### src/rtl/digit_score_engine.sv
// digit_score_engine: scores one image against N_OUT weight sets, saturates each score,
// writes it to score memory and reports the highest-scoring class.
module digit_score_engine #(
    parameter int N_IN  = 25,
    parameter int N_OUT = 10,
    parameter int DW    = 16,
    parameter int WW    = 8,
    parameter int ACCW  = 32
) (
    input  logic                 i_clk,
    input  logic                 i_reset,
    input  logic                 i_start,
    output logic [4:0]           o_pix_addr,
    input  logic [DW-1:0]        i_pix_data,
    output logic [7:0]           o_w_addr,
    input  logic signed [WW-1:0] i_w_data,
    output logic                 o_score_we,
    output logic [3:0]           o_score_addr,
    output logic [DW-1:0]        o_score_data,
    output logic                 o_busy,
    output logic                 o_done,
    output logic [3:0]           o_class_id
);
    typedef enum logic [2:0] {IDLE, ISSUE, DRAIN, STORE, FINISH} state_t;
    localparam logic [4:0] K_LAST = 5'(N_IN - 1);
    localparam logic [3:0] C_LAST = 4'(N_OUT - 1);
    state_t                 r_state, w_next;
    logic [4:0]             r_k, r_pix_addr;
    logic [3:0]             r_c, r_cls, r_class_id;
    logic [7:0]             r_w_addr, w_w_addr;
    logic signed [ACCW-1:0] r_acc, w_prod;
    logic signed [DW:0]     w_px;
    logic signed [DW-1:0]   r_best, w_sat;
    logic                   w_issue;
    assign w_issue  = (r_state == ISSUE);
    assign w_px     = {1'b0, i_pix_data};
    assign w_prod   = ACCW'(w_px) * ACCW'(i_w_data);
    assign w_w_addr = 8'(r_c) * 8'd25 + 8'(r_k);
    assign w_sat    = (r_acc > 32'sd32767) ? 16'sh7FFF :
                      (r_acc < -32'sd32768) ? 16'sh8000 : r_acc[15:0];
    // Addresses follow the counters while issuing and hold their last value otherwise.
    assign o_pix_addr   = w_issue ? r_k : r_pix_addr;
    assign o_w_addr     = w_issue ? w_w_addr : r_w_addr;
    assign o_score_we   = (r_state == STORE);
    assign o_score_addr = r_c;
    assign o_score_data = w_sat;
    assign o_busy       = w_issue || (r_state == DRAIN) || (r_state == STORE);
    assign o_done       = (r_state == FINISH);
    assign o_class_id   = r_class_id;
    always_comb begin
        w_next = r_state;
        case (r_state)
            IDLE:    w_next = i_start ? ISSUE : IDLE;
            ISSUE:   w_next = (r_k == K_LAST) ? DRAIN : ISSUE;
            DRAIN:   w_next = STORE;
            STORE:   w_next = (r_c == C_LAST) ? FINISH : ISSUE;
            default: w_next = IDLE;
        endcase
    end
    always_ff @(posedge i_clk or posedge i_reset) begin
        if (i_reset) begin
            r_state    <= IDLE;
            r_k        <= '0;
            r_c        <= '0;
            r_cls      <= '0;
            r_class_id <= '0;
            r_acc      <= '0;
            r_best     <= '0;
            r_pix_addr <= '0;
            r_w_addr   <= '0;
        end else begin
            r_state <= w_next;
            case (r_state)
                IDLE: if (i_start) begin
                    r_k    <= '0;
                    r_c    <= '0;
                    r_cls  <= '0;
                    r_acc  <= '0;
                    r_best <= 16'sh8000;
                end
                ISSUE: begin
                    r_pix_addr <= r_k;
                    r_w_addr   <= w_w_addr;
                    if (r_k != 5'd0) r_acc <= r_acc + w_prod;
                    if (r_k != K_LAST) r_k <= r_k + 5'd1;
                end
                DRAIN: r_acc <= r_acc + w_prod;
                STORE: begin
                    // Strict compare so ties keep the lower class index.
                    if (w_sat > r_best) begin
                        r_best <= w_sat;
                        r_cls  <= r_c;
                    end
                    r_acc <= '0;
                    r_k   <= '0;
                    if (r_c != C_LAST) r_c <= r_c + 4'd1;
                end
                FINISH: r_class_id <= r_cls;
                default: ;
            endcase
        end
    end
endmodule
### config.mk
export PLATFORM = sky130hd
export DESIGN_NAME = digit_score_engine
export DESIGN_NICKNAME = d
export VERILOG_FILES = /design/src/rtl/digit_score_engine.sv
export SDC_FILE = /design/constraint.sdc
export NUM_CORES = 1
export LEC_CHECK = 0
export ABC_AREA = 1
export BUFFER_PORTS_ARGS = -buffer_cell sky130_fd_sc_hd__buf_2
export CAP_MARGIN = 15
export CORE_MARGIN = 5
export CORE_UTILIZATION = 34
export DETAILED_ROUTE_END_ITERATION = 10
export GPL_TIMING_DRIVEN = 0
export PLACE_DENSITY = 0.57
export SYNTH_ARGS = -nofsm -noshare
export SYNTH_HDL_FRONTEND = slang
export SYNTH_SLANG_ARGS = --single-unit
### constraint.sdc
create_clock -name i_clk -period 6.1 [get_ports i_clk]
set_input_delay 0.61 -clock i_clk [delete_from_list [all_inputs] [get_ports i_clk]]
set_output_delay 0.61 -clock i_clk [all_outputs]
set_load 0.01 [all_outputs]
==> impl_metrics.ini, run 1 <==
[final_layout]
stdcell_area_um2 = 11100
mostFrequentLayoutCells = nand2_1 (365), inv_1 (265), ha_1 (127), fa_1 (109), nor2_1 (91)
syn2layout_area_growth_pct = 10.1
layout.nets = 1647
drive_above_1_share_pct = 6.19
diodes = 0
layout_commonest_cell = nand2_1

[clock_network]
insertion_delay_ps = 350
clk_path_buf_depth = 2
htreeDepth = 3
post_cts_buffers = 0
cts_buffers = 9
cts.sinks = 81
cts_tree = done
path_clk_slew_ps = 70
cts-root-buf = clkbuf_16

[place]
dpl_cell_area_um2 = 10800
place_ws_ps = -28.5
place_congestion = 0.864
dp_hpwl_um = 20900
port_buffers = 43

[sta]
layout_min_cycle_time_ps = 5620
rsz0062_at_grt = false
finalSetupViolations = 0
fin_tns_setup_ps = 0
worst_slack_ps = 482
fin_crit_sh_pct = 92.1
drv_slew = 0
worstMarginPinSlew_ps = 623
skew_ps = 10.1
slew_headroom_pct = 58.5
whs_ps = 264
final_hold_viol_count = 0
fmax_mhz = 178

[floorplanning]
std_cell_rows = 63
die-area_um2 = 33200
die_y_um = 182
initial_core_util_pct = 34.2
coreArea_um2 = 29500
ios = 67
die_w_um = 182

[routing]
wire_per_inst_um = 14.1
vias = 8298
drt_iter0_drc = 387
viasPerCell = 4.66
drc = 0
routed_wl_um = 25000
firstDrtPassIters = 5
antenna_left = 0

[global_routing]
grt_remaining_overflow = 0
grt_max_degree = 52
grt_antenna_before_repair = 0
grt_pass1_wl_um = 43200
grt_pass1_vias = 8667
grt_use_total_pct = 15.8

[setup_path]
endpoint_kind = register
worstPathCellList = buf_2, inv_1, buf_1, nor2_1, fa_1, fa_1, fa_1, fa_1, ha_1, ha_1, a21oi_1, a21boi_0, o21bai_1, a21oi_1, nand2_1, nand2_1, o22ai_1
critPathMaxFanout = 10
path_buf_inv = 3
crit_family = adder cells
critPathArrivalTime_ps = 5830
path_common_cell = fa_1
cp_data_required_time_ps = 6320
regToRegSetupSlack_ps = 1430
crit_slowest_cell = buf_1
startpoint_type = input pin
worstSetupPathType = input pin to register
max_stage_delay_ps = 530

[synth]
ys_types = 39
async_reset_ff_share_pct = 100
synth_edf_count = 0
synth-seq-cells = 81
yosysWarnings = 0
synth_area_um2 = 10100
ys.flop_type = dfrtp_1
synth_nets = 1592
synthCells = 1329
ys_seq_area_share_pct = 20.1
synth.avg_cell_area_um2 = 7.59

[job]
cap_violations = 0

[hold_path]
hold_path_class = input pin to async pin

[outcome]
run_status = completed
[path summary, 6_finish.rpt]
kind / startpoint / to / cells past startpoint
setup / recovery: i_w_data[7] / r_acc[21]$_DFFE_PP0P_ / 17
min in group i_clk: r_best[11]$_DFFE_PP0P_ / r_best[11]$_DFFE_PP0P_ / 2
max in group asynchronous: i_reset / r_acc[14]$_DFFE_PP0P_ / 3
hold / removal: i_reset / r_w_addr[3]$_DFF_PP0_ / 2
hold reg to reg: r_best[11]$_DFFE_PP0P_ / r_best[11]$_DFFE_PP0P_ / 2
setup reg to reg: r_acc[6]$_DFFE_PP0P_ / r_acc[24]$_DFFE_PP0P_ / 19
[through the flow]
stage,utilization [%],std cells
floorplan,-,1329
global placement,36.6,1762
detailed placement,36.7,1763
CTS,37.7,1779
global route,37.7,1779
finish,37.7,1779
[what timing repair did]
item                       in CTS  in global routing
resized for setup               0                  1
setup endpoints to repair       0                  2
hold buffers                    0                  0
[Yosys cell counts, types with 2 or more instances]
library cell / n / area, um2
xor2_1: 5 / 43.8
or2_2: 4 / 25.0
o22ai_1: 14 / 87.6
xnor2_1: 8 / 70.1
nor3_1: 8 / 40.0
a21boi_0: 2 / 15.0
nor2_1: 91 / 342
clkbuf_1: 34 / 128
a21oi_1: 46 / 230
dfrtp_1: 81 / 2030
inv_2: 4 / 15.0
o21bai_1: 4 / 30.0
buf_4: 4 / 30.0
nand4_1: 15 / 93.8
fa_1: 109 / 2180
nor4_1: 4 / 25.0
nand2_1: 365 / 1370
o21a_1: 2 / 15.0
o21ai_0: 51 / 255
a21o_1: 4 / 30.0
inv_1: 266 / 998
ha_1: 127 / 1590
nand3_1: 58 / 290
buf_2: 8 / 40.0
[layer usage]
layer / wire length (um) / vias up / part of all wire (%) / GRT usage, %
met1: 11500 / 3965 / 46 / 20.8
met2: 12400 / 116 / 49 / 27.8
met3: 864 / 23 / 3.5 / 2.31
li1: - / 4194 / - / -
met4: 355 / 0 / 1.4 / 3.33
met5: 0 / - / 0 / 0
[cell type report]
| class | instances | area (um2) |
|---|---|---|
| inverters | 270 | 1020 |
| flip-flops and latches | 81 | 2030 |
| well taps | 390 | 488 |
| clock inverters | 5 | 56.3 |
| fillers | 3181 | 18400 |
| multi-input cells | 929 | 6840 |
| repair buffers | 44 | 243 |
| plain buffers | 49 | 218 |
| clock buffers | 11 | 233 |
[registers in the layout, indices dropped and copies added, names as in the netlist]
name / count
r_pix_addr: 5
r_w_addr: 8
r_k: 5
r_cls: 4
r_acc: 32
o_class_id: 4
o_score_addr: 4
r_state: 3
r_best: 16
[cells by family after synthesis]
family	after synthesis	share of synthesized area [%]
AO/OA/AOI/OAI	129	7.03
flip-flops	81	20.1
buffers and inverters	319	12.2
XOR/XNOR	13	1.13
AND/OR/NAND/NOR	551	22.2
adder cells (fa/ha/maj)	236	37.4
Power of run 1 is left out: the tool's default activity adds up to more than one toggle a clock period on the data nets, which glitch-free logic cannot reach.
==> run 2, diff against run 1 <==
Settings changed: PLACE_DENSITY 0.57 to 0.59.
Clock period 6.1 ns to 4.95 ns, I/O delays scaled along.
==> run 2 against run 1 <==
Net effect:
- final cell count hardly changed
- sequential share of layout area is 0.38 points lower
- clock skew is 2.5 ps lower
- sequential cell count stayed put
- via count is 1.7% higher
- highest routed layer unchanged
- global-route usage is 0.28 points lower
- worst hold slack worse by 110 ps
- core utilization is 0.81 points higher
- critical path depth is 2 higher
- setup slack worse by 270 ps
- routed wire length is 0.72% lower
==> impl_metrics.ini, run 2 (synthesis results as in run 1) <==
[outcome]
run_status = completed

[routing]
wire_per_inst_um = 14.0
antenna_left = 0
dr_wl_met2_um = 12100
vias = 8437
routed_wl_um = 24900
drt_iter0_drc = 404
wl_met3_um = 1020
routedLengthMet1_um = 11300
viasPerCell = 4.74
firstDrtPassIters = 5
drc = 0
dr.max_layer_used = met4

[clock_network]
clk_path_buf_depth = 2
path_clk_slew_ps = 60
cts_buffers = 9
cts.sinks = 81
htreeDepth = 3
cts_hold_buffers = 0
cts-root-buf = clkbuf_16
insertion_delay_ps = 350
cts_tree = done

[sta]
slew_headroom_pct = 62.3
finalSetupViolations = 0
fmax_mhz = 211
fin_crit_sh_pct = 95.7
whs_ps = 159
worst_slack_ps = 213
worstMarginPinSlew_ps = 566
layout_min_cycle_time_ps = 4740
skew_ps = 7.59
drv_slew = 0
final_hold_viol_count = 0

[setup_path]
endpoint_kind = register
worstSetupPathType = input pin to register
critPathArrivalTime_ps = 4950
cp_data_required_time_ps = 5160
startpoint_type = input pin
r2r_cells = 22
critPathMaxFanout = 10

[floorplanning]
die_w_um = 182
die-area_um2 = 33200
die_y_um = 182
ios = 67
std_cell_rows = 63
initial_core_util_pct = 34.2
coreArea_um2 = 29500

[final_layout]
drive_above_1_share_pct = 10.2
diodes = 0
multi_input_comb_area_um2 = 7000
layout.nets = 1649
top_regs = r_acc x32, r_best x16, r_w_addr x8
fillerInstances = 3074
mostFrequentLayoutCells = nand2_1 (358), inv_1 (263), ha_1 (123), fa_1 (109), nor2_1 (83)
stdcell_count = 1780
largest_reg_flops = 32
layout_commonest_cell = nand2_1
area.sequential_um2 = 2030
syn2layout_area_growth_pct = 12.5
top_register = r_acc
stdcell_area_um2 = 11400

[place]
dp_hpwl_um = 20700
dpl_cell_area_um2 = 10800
place_ws_ps = -990
port_buffers = 43
dp_cells = 1763
place_congestion = 0.871

[global_routing]
grt_pass1_vias = 8735
grt_max_degree = 49
grt_use_total_pct = 15.5
grt_remaining_overflow = 0
grt_antenna_before_repair = 0
grt_pass1_wl_um = 42600

[hold_path]
hold_path_class = input pin to async pin

[job]
cap_violations = 0
## run 2: changes by cell type in the layout (fill, tap and decap cells not counted), sizes merged
cell      before  now
clkinvlp       1    3
buf           58   63
clkbuf        46   41
inv          270  269
## run 2: critical path, stage by stage
cell        delay (ps)
buf_8              130
clkinvlp_4         120
buf_12             140
buf_4              180
nor2_1             160
fa_1               440
fa_1               550
fa_1               520
fa_1               480
ha_1               300
ha_1               350
a21oi_1            240
nor2_1              60
nor2_1             190
nand3_2            170
a21oi_2            210
nand2_1             70
nand2_1             60
o22ai_1             70
## run 2: stage by stage
stage | setup TNS [ps] | utilization (%)
after global placement | -14780 | 36.6
after global routing | -24.6 | 38.5
after floorplan | 0 | -
after CTS | 0 | 38.0
final | 0 | 38.5
after detailed placement | -15750 | 36.7
## run 2: final timing paths
check | slack (ps) | to | from
worst max-delay path | 210 | r_acc[21]$_DFFE_PP0P_ | i_w_data[7]
worst min-delay path | 160 | r_w_addr[2]$_DFF_PP0_ | i_reset
worst max register to register | 530 | r_acc[18]$_DFFE_PP0P_ | r_acc[4]$_DFFE_PP0P_
worst min register to register | 470 | r_best[3]$_DFFE_PP0P_ | r_best[3]$_DFFE_PP0P_
max in group asynchronous | 4170 | r_acc[4]$_DFFE_PP0P_ | i_reset
min in group i_clk | 470 | r_best[3]$_DFFE_PP0P_ | r_best[3]$_DFFE_PP0P_
## run 2: repair_timing
| item | CTS | global route |
|---|---|---|
| gates resized for setup | 28 | 49 |
| buffers inserted | 1 | 2 |
| pin swaps | 2 | 9 |
| setup endpoints to repair | 23 | 20 |
## run 2: per-layer routing
layer | track usage [%] | vias to the layer above
li1 | - | 4197
met1 | 20.3 | 4056
met2 | 27.1 | 152
met3 | 2.29 | 32
met4 | 3.84 | 0
met5 | 0 | -
## run 2: area by class of cell
cell class	count	share of cell area [%]
plain buffers	48	2.17
clock buffers	9	1.98
clock inverters	6	0.529
inverters	270	8.98
multi-input cells	929	61.6
flip-flops and latches	81	17.9
well taps	390	4.30
repair buffers	47	2.53
Power of run 2 is left out for the same reason.
==> run 3, diff against run 2 <==
Settings changed: ABC_CLOCK_PERIOD_IN_PS from default to 4950, HOLD_SLACK_MARGIN from default to 0.08, REMOVE_ABC_BUFFERS from default to 1.
==> run 3 against run 2 <==
Net effect:
- maximum frequency fell by 1.0%
- critical path depth decreased by 1
- final area decreased by 0.52%
- setup slack lost 49 ps
- routed wire length decreased by 3.0%
- sequential share of layout area rose by 0.093 points
- final cell count shrank 1.3%
- non-clock buffer count is 24 lower
- die area did not move
- global-route usage is 0.36 points lower
==> impl_metrics.ini, run 3 (synthesis results as in run 1) <==
[routing]
viasPerCell = 4.75
drt_iter0_drc = 474
antenna_left = 0
firstDrtPassIters = 5
routed_wl_um = 24100
vias = 8334
wire_per_inst_um = 13.7
drc = 0

[sta]
finalSetupViolations = 0
fmax_mhz = 209
drv_slew = 0
layout_min_cycle_time_ps = 4790
worst_slack_ps = 164
fin_crit_sh_pct = 96.7
skew_ps = 12.5
final_hold_viol_count = 0
worstMarginPinSlew_ps = 803
slew_headroom_pct = 46.3

[floorplanning]
die_w_um = 182
coreArea_um2 = 29500
ios = 67
die_y_um = 182
std_cell_rows = 63
initial_core_util_pct = 34.2
die-area_um2 = 33200

[place]
dp_hpwl_um = 19400
place_ws_ps = -1100
port_buffers = 66
place_congestion = 0.839
dpl_cell_area_um2 = 10700
dp_cells = 1737

[clock_network]
htreeDepth = 3
path_clk_slew_ps = 70
cts_hold_buffers = 0
cts_tree = done
cts_buffers = 9
insertion_delay_ps = 350
clk_path_buf_depth = 2
cts-root-buf = clkbuf_16
cts.sinks = 81

[setup_path]
worstSetupPathType = input pin to register
r2r-start = r_acc[15]$_DFFE_PP0P_
regToRegSetupSlack_ps = 480
endpoint_kind = register
critPathMaxFanout = 10
critPathArrivalTime_ps = 5020
r2r_cells = 16
cp_data_required_time_ps = 5190
startpoint_type = input pin
r2r_end = r_acc[29]$_DFFE_PP0P_

[final_layout]
stdcell_count = 1756
mostFrequentLayoutCells = nand2_1 (358), inv_1 (263), ha_1 (123), fa_1 (109), nor2_1 (86)
diodes = 0
layout_commonest_cell = nand2_1
area.sequential_um2 = 2030
multi_input_comb_area_um2 = 7010
top_regs = r_acc x32, r_best x16, r_w_addr x8
drive_above_1_share_pct = 9.96
layout.nets = 1625
largest_reg_flops = 32
syn2layout_area_growth_pct = 11.9
fillerInstances = 3111
stdcell_area_um2 = 11300
top_register = r_acc

[outcome]
run_status = completed

[global_routing]
grt_antenna_before_repair = 0
grt_pass1_vias = 8584
grt_use_total_pct = 15.2
grt_remaining_overflow = 0
grt_max_degree = 45
grt_pass1_wl_um = 41600

[job]
cap_violations = 0

[hold_path]
hold_path_class = input pin to async pin
## run 3: cell types whose count changed in the layout (fill, tap and decap cells not counted), moves of 2 or more
cell and delta:
clkinv_2 -3, inv_6 +3, clkbuf_1 -20, nor2_2 -3
nor2_1 +3, buf_4 -7, clkbuf_2 -8, clkinvlp_4 -2
clkbuf_4 -4, buf_2 +14
## run 3: metal layers
metal / routed length [um] / global-route usage, %
met1: 10900 / 19.6
met2: 11900 / 26.3
met3: 792 / 2.53
met4: 532 / 4.32
met5: 0 / 0
## run 3: how the worst max path moves through the flow
stage,startpoint,end,slack (ps)
floorplan,i_w_data[7],r_acc[24]$_DFFE_PP0P_,30
detailed placement,i_w_data[7],r_acc[24]$_DFFE_PP0P_,-1100
CTS,i_w_data[7],r_acc[26]$_DFFE_PP0P_,5
global placement,i_w_data[7],r_acc[24]$_DFFE_PP0P_,-1080
finish,i_w_data[7],r_acc[25]$_DFFE_PP0P_,160
global route,i_w_data[7],r_acc[25]$_DFFE_PP0P_,-30
## run 3: through the flow
stage | setup TNS (ps) | hold WS (ps) | util, %
final | 0 | 189 | 38.3
after detailed placement | -17240 | 458 | 36.4
after floorplan | 0 | 442 | -
after global placement | -16090 | 454 | 36.3
after global routing | -30.7 | 243 | 38.3
after CTS | 0 | 202 | 37.7
## run 3: cell type report
class | count | area share (%)
Clock inverter | 5 | 0.764
Tap cell | 390 | 4.32
Clock buffer | 10 | 2.12
Sequential cell | 81 | 17.9
Timing Repair Buffer | 71 | 3.73
Inverter | 270 | 9.03
Multi-Input combinational cell | 929 | 62.1
## run 3: worst max-delay path: stages
cell and delay (ps):
buf_8 130, clkinvlp_4 160, buf_12 160, or2_4 240, fa_1 480, fa_1 550
inv_1 50, fa_1 460, fa_1 520, fa_1 470, ha_4 310, nand2_1 80
o21ai_0 370, nand4_1 210, nand3_2 160, nand2_1 60, nand2_1 50, o21ai_1 60
## run 3: what timing repair did
action / 4_1_cts / 5_1_grt
pin swaps: 0 / 17
setup endpoints to repair: 23 / 40
gates resized for setup: 14 / 41
buffers inserted: 2 / 2
Power of run 3 is left out for the same reason.
